File: src/rtl/ssd_scan_buffer_pkg.sv
// Shared constants and types for the scan-code display path.
// Latency: n/a (definitions only).
// Backpressure: n/a.
package ssd_scan_buffer_pkg;

  typedef logic [7:0] seg_t;

  // Segment patterns are {a,b,c,d,e,f,g,dp}, active-low.
  localparam seg_t SEG_BLANK = 8'hFF;
  localparam seg_t SEG_DOT   = 8'hFE;

  localparam int N_DIGITS_DEF  = 4;
  localparam int SCAN_BITS_DEF = 17;

  // Digit enables are active-low; idle selects digit 0 only.
  localparam logic [7:0] DIGIT_IDLE = 8'hFE;

endpackage

File: src/rtl/ssd_scan_buffer_if.sv
// Bundles decoder-side inputs and display-side outputs of the scan buffer.
// Latency: n/a (wires only).
// Backpressure: none; inputs are edge-detected levels, outputs free-running.
interface ssd_scan_buffer_if
  import ssd_scan_buffer_pkg::*;
#(
  parameter int N_DIGITS = N_DIGITS_DEF
);
  seg_t                seg_in;
  logic                seg_valid;
  logic                clear;
  logic [N_DIGITS-1:0] ssd_ctl;
  seg_t                ssd_out;

  modport master (output seg_in, seg_valid, clear, input ssd_ctl, ssd_out);
  modport slave  (input seg_in, seg_valid, clear, output ssd_ctl, ssd_out);
endinterface

File: src/rtl/ssd_scan_buffer_scan_counter.sv
// Prescaler plus digit index that selects which display digit is lit.
// Latency: idx advances one cycle after the prescaler reaches all-ones.
// Backpressure: none; free-running.
module ssd_scan_counter #(
  parameter int SCAN_BITS = 17,
  parameter int N_DIGITS  = 4,
  localparam int IDX_W    = (N_DIGITS > 1) ? $clog2(N_DIGITS) : 1
) (
  input  logic             clk,
  input  logic             rst_n,
  output logic [IDX_W-1:0] idx
);

  logic [SCAN_BITS-1:0] presc;

  // Count clk cycles; step the digit index each time the prescaler wraps.
  always_ff @(posedge clk) begin
    if (!rst_n) begin
      presc <= '0;
      idx   <= '0;
    end else begin
      presc <= presc + 1'b1;
      if (presc == {SCAN_BITS{1'b1}}) begin
        if (idx == IDX_W'(N_DIGITS - 1)) idx <= '0;
        else                             idx <= idx + 1'b1;
      end
    end
  end

endmodule

File: src/rtl/ssd_scan_buffer.sv
// Shift buffer of decoded segment patterns, time-multiplexed onto a common-anode display.
// Latency: buffer updates 1 cycle after an input rising edge; ssd_out follows 1 cycle later.
// Backpressure: none; every seg_valid rising edge is accepted, clear wins over load.
module ssd_scan_buffer
  import ssd_scan_buffer_pkg::*;
#(
  parameter int N_DIGITS  = N_DIGITS_DEF,
  parameter int SCAN_BITS = SCAN_BITS_DEF
) (
  input  logic               clk,
  input  logic               rst_n,
  ssd_scan_buffer_if.slave   bus
);

  localparam int IDX_W = (N_DIGITS > 1) ? $clog2(N_DIGITS) : 1;

  logic [IDX_W-1:0] idx;
  logic             seg_valid_q;
  logic             clear_q;
  logic             load;
  logic             clr;
  seg_t             seg_buf [N_DIGITS];

  ssd_scan_counter #(
    .SCAN_BITS (SCAN_BITS),
    .N_DIGITS  (N_DIGITS)
  ) u_scan (
    .clk   (clk),
    .rst_n (rst_n),
    .idx   (idx)
  );

  // A held key yields exactly one action, on its rising edge.
  assign load = bus.seg_valid & ~seg_valid_q;
  assign clr  = bus.clear & ~clear_q;

  // Previous-cycle copies of the input levels for edge detection.
  always_ff @(posedge clk) begin
    if (!rst_n) begin
      seg_valid_q <= 1'b0;
      clear_q     <= 1'b0;
    end else begin
      seg_valid_q <= bus.seg_valid;
      clear_q     <= bus.clear;
    end
  end

  // Newest pattern enters at digit 0; clear takes priority and drops a simultaneous load.
  always_ff @(posedge clk) begin
    if (!rst_n || clr) begin
      for (int i = 0; i < N_DIGITS; i++) seg_buf[i] <= SEG_BLANK;
    end else if (load) begin
      for (int i = N_DIGITS - 1; i > 0; i--) seg_buf[i] <= seg_buf[i-1];
      seg_buf[0] <= bus.seg_in;
    end
  end

  // Enable and segment drive switch on the same edge so digits never ghost.
  always_ff @(posedge clk) begin
    if (!rst_n) begin
      bus.ssd_ctl <= DIGIT_IDLE[N_DIGITS-1:0];
      bus.ssd_out <= SEG_BLANK;
    end else begin
      bus.ssd_ctl <= ~(N_DIGITS'(1) << idx);
      bus.ssd_out <= seg_buf[idx];
    end
  end

endmodule

File: src/flat_wrapper.sv
// flat-port wrapper written by rule: the top's interface ports become plain ports
module ssd_scan_buffer_flat import ssd_scan_buffer_pkg::*;
#(
  parameter int N_DIGITS  = N_DIGITS_DEF,
  parameter int SCAN_BITS = SCAN_BITS_DEF
)
  (clk, rst_n, bus_seg_in, bus_seg_valid, bus_clear, bus_ssd_ctl, bus_ssd_out);
  ssd_scan_buffer_if #(.N_DIGITS(N_DIGITS)) bus_i ();
  input  logic clk;
  input  logic rst_n;
  input wire logic [$bits(bus_i.seg_in)-1:0] bus_seg_in;
  input wire logic [$bits(bus_i.seg_valid)-1:0] bus_seg_valid;
  input wire logic [$bits(bus_i.clear)-1:0] bus_clear;
  output wire logic [$bits(bus_i.ssd_ctl)-1:0] bus_ssd_ctl;
  output wire logic [$bits(bus_i.ssd_out)-1:0] bus_ssd_out;
  assign bus_i.seg_in = bus_seg_in;
  assign bus_i.seg_valid = bus_seg_valid;
  assign bus_i.clear = bus_clear;
  assign bus_ssd_ctl = bus_i.ssd_ctl;
  assign bus_ssd_out = bus_i.ssd_out;
  ssd_scan_buffer #(.N_DIGITS(N_DIGITS), .SCAN_BITS(SCAN_BITS)) u_core (.clk(clk), .rst_n(rst_n), .bus(bus_i));
endmodule
File: config.mk
export PLATFORM = sky130hd
export DESIGN_NAME = ssd_scan_buffer_flat
export DESIGN_NICKNAME = d
export VERILOG_FILES = /design/src/rtl/ssd_scan_buffer_pkg.sv /design/src/rtl/ssd_scan_buffer_if.sv /design/src/rtl/ssd_scan_buffer_scan_counter.sv /design/src/rtl/ssd_scan_buffer.sv /design/src/flat_wrapper.sv
export SDC_FILE = /design/constraint.sdc
export NUM_CORES = 1
export LEC_CHECK = 0
export BUFFER_PORTS_ARGS = -buffer_cell sky130_fd_sc_hd__buf_4
export CAP_MARGIN = 20
export CORE_UTILIZATION = 61
export CTS_BUF_LIST = sky130_fd_sc_hd__clkbuf_2
export DETAILED_ROUTE_END_ITERATION = 12
export PLACE_DENSITY = 0.81
export SETUP_SLACK_MARGIN = 0.1
export SYNTH_ARGS = -nofsm -noshare
export SYNTH_HDL_FRONTEND = slang
export SYNTH_SLANG_ARGS = --single-unit
export TNS_END_PERCENT = 1
File: constraint.sdc
create_clock -name clk -period 3.7 [get_ports clk]
set_input_delay 0 -clock clk [delete_from_list [all_inputs] [get_ports clk]]
set_output_delay 0 -clock clk [all_outputs]
set_load 0.005 [all_outputs]
Word level (Yosys, flattened, before mapping)
Memory sizes are Yosys's and may differ from the RTL's. A register that Yosys moved wholly into a read port is not among the register bits. Cells that the tools add are included.

Add/subtract/negate cells: 2. Eq/ne operators: 2. Shift-type cells: 1. Multiplexer cells: 10. Bitwise gates (word level): 9. Reductions and logical operators: 3.

Operators by type and width (number): $mux 8 (4); $add 17x1->17 const B (1); $eq 17x17->1 const B (1); $mux 1 (5); $not 4->4 (1); $or 1x1->1 (4); $shl 1x2->4 const A (1); $add 2x1->2 const B (1); $and 1x1->1 (2); $eq 2x2->1 const B (1); $logic_not 1->1 (2); $mux 2 (1); $not 1->1 (2); $logic_or 1x1->1 (1).

Register bits: 25. Bits in writable memories: 32. Output and inout bits: 12. Logic and storage cells: 33. Memories kept: 1.

Memory list: u_core.seg_buf (depth 4, bits a word 8, rd ports 4, clocked after memory_dff 1, write ports 4, RTL line ssd_scan_buffer.sv:22) `seg_t seg_buf [N_DIGITS];`.

Longest topological paths before layout
Word-level depth: 6. Mapped depth: 7.

Modules after synthesis
Synthesis repeated with hierarchy kept, for this count alone.

Cell total of the unflattened synthesis: 211. Area, all modules: 2731.4 um2.

By module, submodules not included: ssd_scan_buffer (times used 1, cells each 118, area each 1886.8 um2, seq. area each 1241.2 um2); ssd_scan_counter (times used 1, cells each 93, area each 844.6 um2, seq. area each 380.4 um2).

Least setup slack after synthesis
OpenSTA, ideal clock, no wires.

Path kind: reg-to-reg. Start point: reg u_core.seg_valid_q. End point: mem u_core.seg_buf[0][0] (netlist name) (enable). Library setup time: 0.466 ns. Arrival time: 2.574 ns. Required time: 3.234 ns. Path slack: 0.661 ns. Cell stages (with the launch flop): 2. Path through: dfxtp_1 -> o21ai_0.

RTL lines: start, declared (RTL line ssd_scan_buffer.sv:18) `logic seg_valid_q;`; start signal, assigned (RTL line ssd_scan_buffer.sv:43) `seg_valid_q <= bus.seg_valid;`; end, declared (RTL line ssd_scan_buffer.sv:22).

==> impl_metrics.env <==
export IMPL_dieArea_sq_um=4670
export IMPL_yosys_area_top_type_share=0.358
export IMPL_stdcell_area_sq_um=3180
export IMPL_grt_max_degree=38
export IMPL_path_cells="dlygate4sd3_1 -> buf_4 -> a21boi_1 -> nand3b_1 -> or2_2"
export IMPL_drc=0
export IMPL_cp_top_family="simple AND/OR/NAND/NOR gates"
export IMPL_fmax_ghz=0.483
export IMPL_power_density_nw_per_um2=423
export IMPL_synth_edf_count=32
export IMPL_initial_core_util=0.652
export IMPL_worstPathMaxFanout=37
export IMPL_cts_num_sinks=65
export IMPL_antenna_left=0
export IMPL_status="finished clean"
export IMPL_route_final_wire_length_mm=4.64
export IMPL_fin_util=0.772
export IMPL_gp_congestion=0.847
export IMPL_die_y_um=68.3
export IMPL_cpPeakStageDelay_ps=640
export IMPL_synth_common_cells="33 x dfxtp_1, 32 x edfxtp_1, 29 x or2_2, 13 x and2_1, 10 x nand2_1"
export IMPL_multi_input_area_sq_um=1010
export IMPL_antenna_cells=0
export IMPL_grt_pass1_vias=1641
export IMPL_hold_violations=0
export IMPL_finalClockSkew_ps=14.2
export IMPL_ys_flop_type="dfxtp_1"
export IMPL_synthTopCellsByArea="edfxtp_1 36%, dfxtp_1 25%, or2_2 6.8%"
export IMPL_drv_slew=0
export IMPL_synth_cell_types=32
export IMPL_rsz0062_at_grt="false"
export IMPL_finalSetupTns_ps=0
export IMPL_clk_pin_slew_worst_paths_ps=200
export IMPL_syn_inst=206
export IMPL_arrival_ps=2330
export IMPL_synthArstFlopShare=0
export IMPL_hold_path_class="input pin to register"
export IMPL_syn_area_per_cell_sq_um=13.0
export IMPL_ys_warn_count=0
export IMPL_required_ps=3960
export IMPL_layout_setup_ws_ps=1630
export IMPL_maxSlewHeadroom=0.413
export IMPL_h_tree_depth=3
export IMPL_path_buf_inv=2
export IMPL_dr_total_vias=1606
export IMPL_regArea_sq_um=1620
export IMPL_clkLatencyLatePin_ps=490
export IMPL_post_cts_buffers=0
export IMPL_antenna_found_initial=0
export IMPL_fin_crit_sh=0.559
export IMPL_cts_tree="done"
export IMPL_fillerInstances=271
export IMPL_vias_per_cell=5.34
export IMPL_yosysMostFrequentCell="dfxtp_1"
export IMPL_tightest_slew_ps=878
export IMPL_first_pass_iters=4
export IMPL_ios=24
export IMPL_yosys_area_top_type="edfxtp_1"
export IMPL_portBuffers=23
export IMPL_slowest_stage="nand3b_1"
export IMPL_synth_seq_cells=65
export IMPL_wl_per_cell_um=15.4
export IMPL_start_kind="input pin"
export IMPL_drt_initial_drc_count=121
export IMPL_fin_nets=264
export IMPL_power_leakage_nw=1.10
export IMPL_grt_overflow_total=0
export IMPL_yosysSeqAreaShare=0.604
export IMPL_dp_slack_ps=1610
export IMPL_die_w_um=68.3
export IMPL_core_area_sq_um=4120
export IMPL_syn_num_nets=224
export IMPL_cp_end_kind="register"
export IMPL_ir_worst_vdd_v=0.000264
export IMPL_cts_max_path_buffers=2
export IMPL_grt_pass1_wl_mm=7.54
export IMPL_syn_area_sq_um=2690
export IMPL_grt_util_all_layers=0.237
export IMPL_drv_cap=0
export IMPL_placed_area_sq_um=2900
export IMPL_cts_root_buf="clkbuf_2"
export IMPL_numCtsBuffers=9
export IMPL_rows=23
export IMPL_syn2layout_area_growth_pct=18.4
export IMPL_period_needed_ps=2070
export IMPL_hpwl_mm=2.94
export IMPL_drive_gt1_frac=0.335
export IMPL_path_class="input pin to register"
export IMPL_finalSetupViolCount=0
==> metrics by stage <==
step | hold slack, ps | cells | power, mW
after floorplan | 73.0 | 206 | 0.818
after global placement | 221 | 272 | 0.836
after detailed placement | 226 | 272 | 0.840
after CTS | 246 | 301 | 1.36
after global routing | 231 | 301 | 1.39
final | 299 | 301 | 1.34
==> where the power goes <==
part	total, mW	switching [mW]	internal [mW]
registers	0.774	0.00735	0.767
logic	0.0612	0.0279	0.0333
clock network	0.509	0.278	0.231
total	1.34	0.314	1.03
==> per-layer routing <==
layer  global-route usage  vias up  wire, um  share of wire
met2                0.403       36      2470           0.53
met1                0.268      781      1910           0.41
met4               0.0729        0        39         0.0084
met5                    0        -         0              0
li1                     -      784         -              -
met3                0.100        5       215          0.046
==> state kept, by name, indices dropped and copies added, names as in the netlist <==
register / flops
u_core.clear_q: 1
u_core.bus.ssd_out: 8
u_core.seg_buf: 32
u_core.u_scan.presc: 17
u_core.u_scan.idx: 2
u_core.bus.ssd_ctl: 4
u_core.seg_valid_q: 1
==> layout by cell type, fill, tap and decap left out <==
cell type      count
nor2b_1            4
nor3_2             1
o21ai_2            1
o21ai_0            2
clkinvlp_4         1
nand3b_1           1
buf_4             24
nand4_1            1
nand3_4            1
clkinv_4           2
nand3_2            1
or2b_1             2
nand2_1           10
a21boi_1           3
ha_1               6
nor3_1             2
nor4_1             1
xnor2_1            3
or2_2             29
xor2_1             6
nand3_1            5
nand2b_1           9
mux4_2             8
edfxtp_1          32
mux2i_1            5
and2_1            13
bufinv_16          2
or3_1              2
dlygate4sd3_1     13
inv_6              2
clkbuf_2           9
dfxtp_1           33
nand4_4            1
nor4_2             2
and3_1             1
nor2_1             3
inv_1              7
or2_1              3
==> kinds of logic after synthesis <==
| group | synth area share |
|---|---|
| flops | 0.604 |
| simple gates | 0.218 |
| xor+xnor | 0.0294 |
| fa+ha+maj | 0.0280 |
| compound gates | 0.0140 |
| buf+inv | 0.0214 |
| mux | 0.0857 |
==> area by class of cell <==
class | instances | area share
Inverter | 7 | 0.00827
Timing Repair Buffer | 37 | 0.0976
Clock buffer | 9 | 0.0142
Clock inverter | 7 | 0.0323
Multi-Input combinational cell | 126 | 0.318
Tap cell | 50 | 0.0197
Sequential cell | 65 | 0.510
==> what timing repair did <==
item,in CTS,in global routing
resized for setup,0,0
hold buffers,13,0
hold endpoints to repair,41,0
==> worst min-delay path, delay by kind of cell <==
kind / cells / cell delay, ps
buffers and inverters: 2 / 620
and+or+nand+nor: 1 / 80
==> final timing paths <==
check,start,end,slack [ps],depth (start not counted)
setup / recovery,rst_n,u_core.seg_buf[3][0],1630,5
hold / removal,bus_seg_in[7],u_core.seg_buf[0][7],300,3
setup reg to reg,u_core.u_scan.presc[0],u_core.u_scan.idx[0],1660,7
hold reg to reg,u_core.u_scan.presc[0],u_core.u_scan.presc[0],490,1
(Power assumes the default switching activity.)
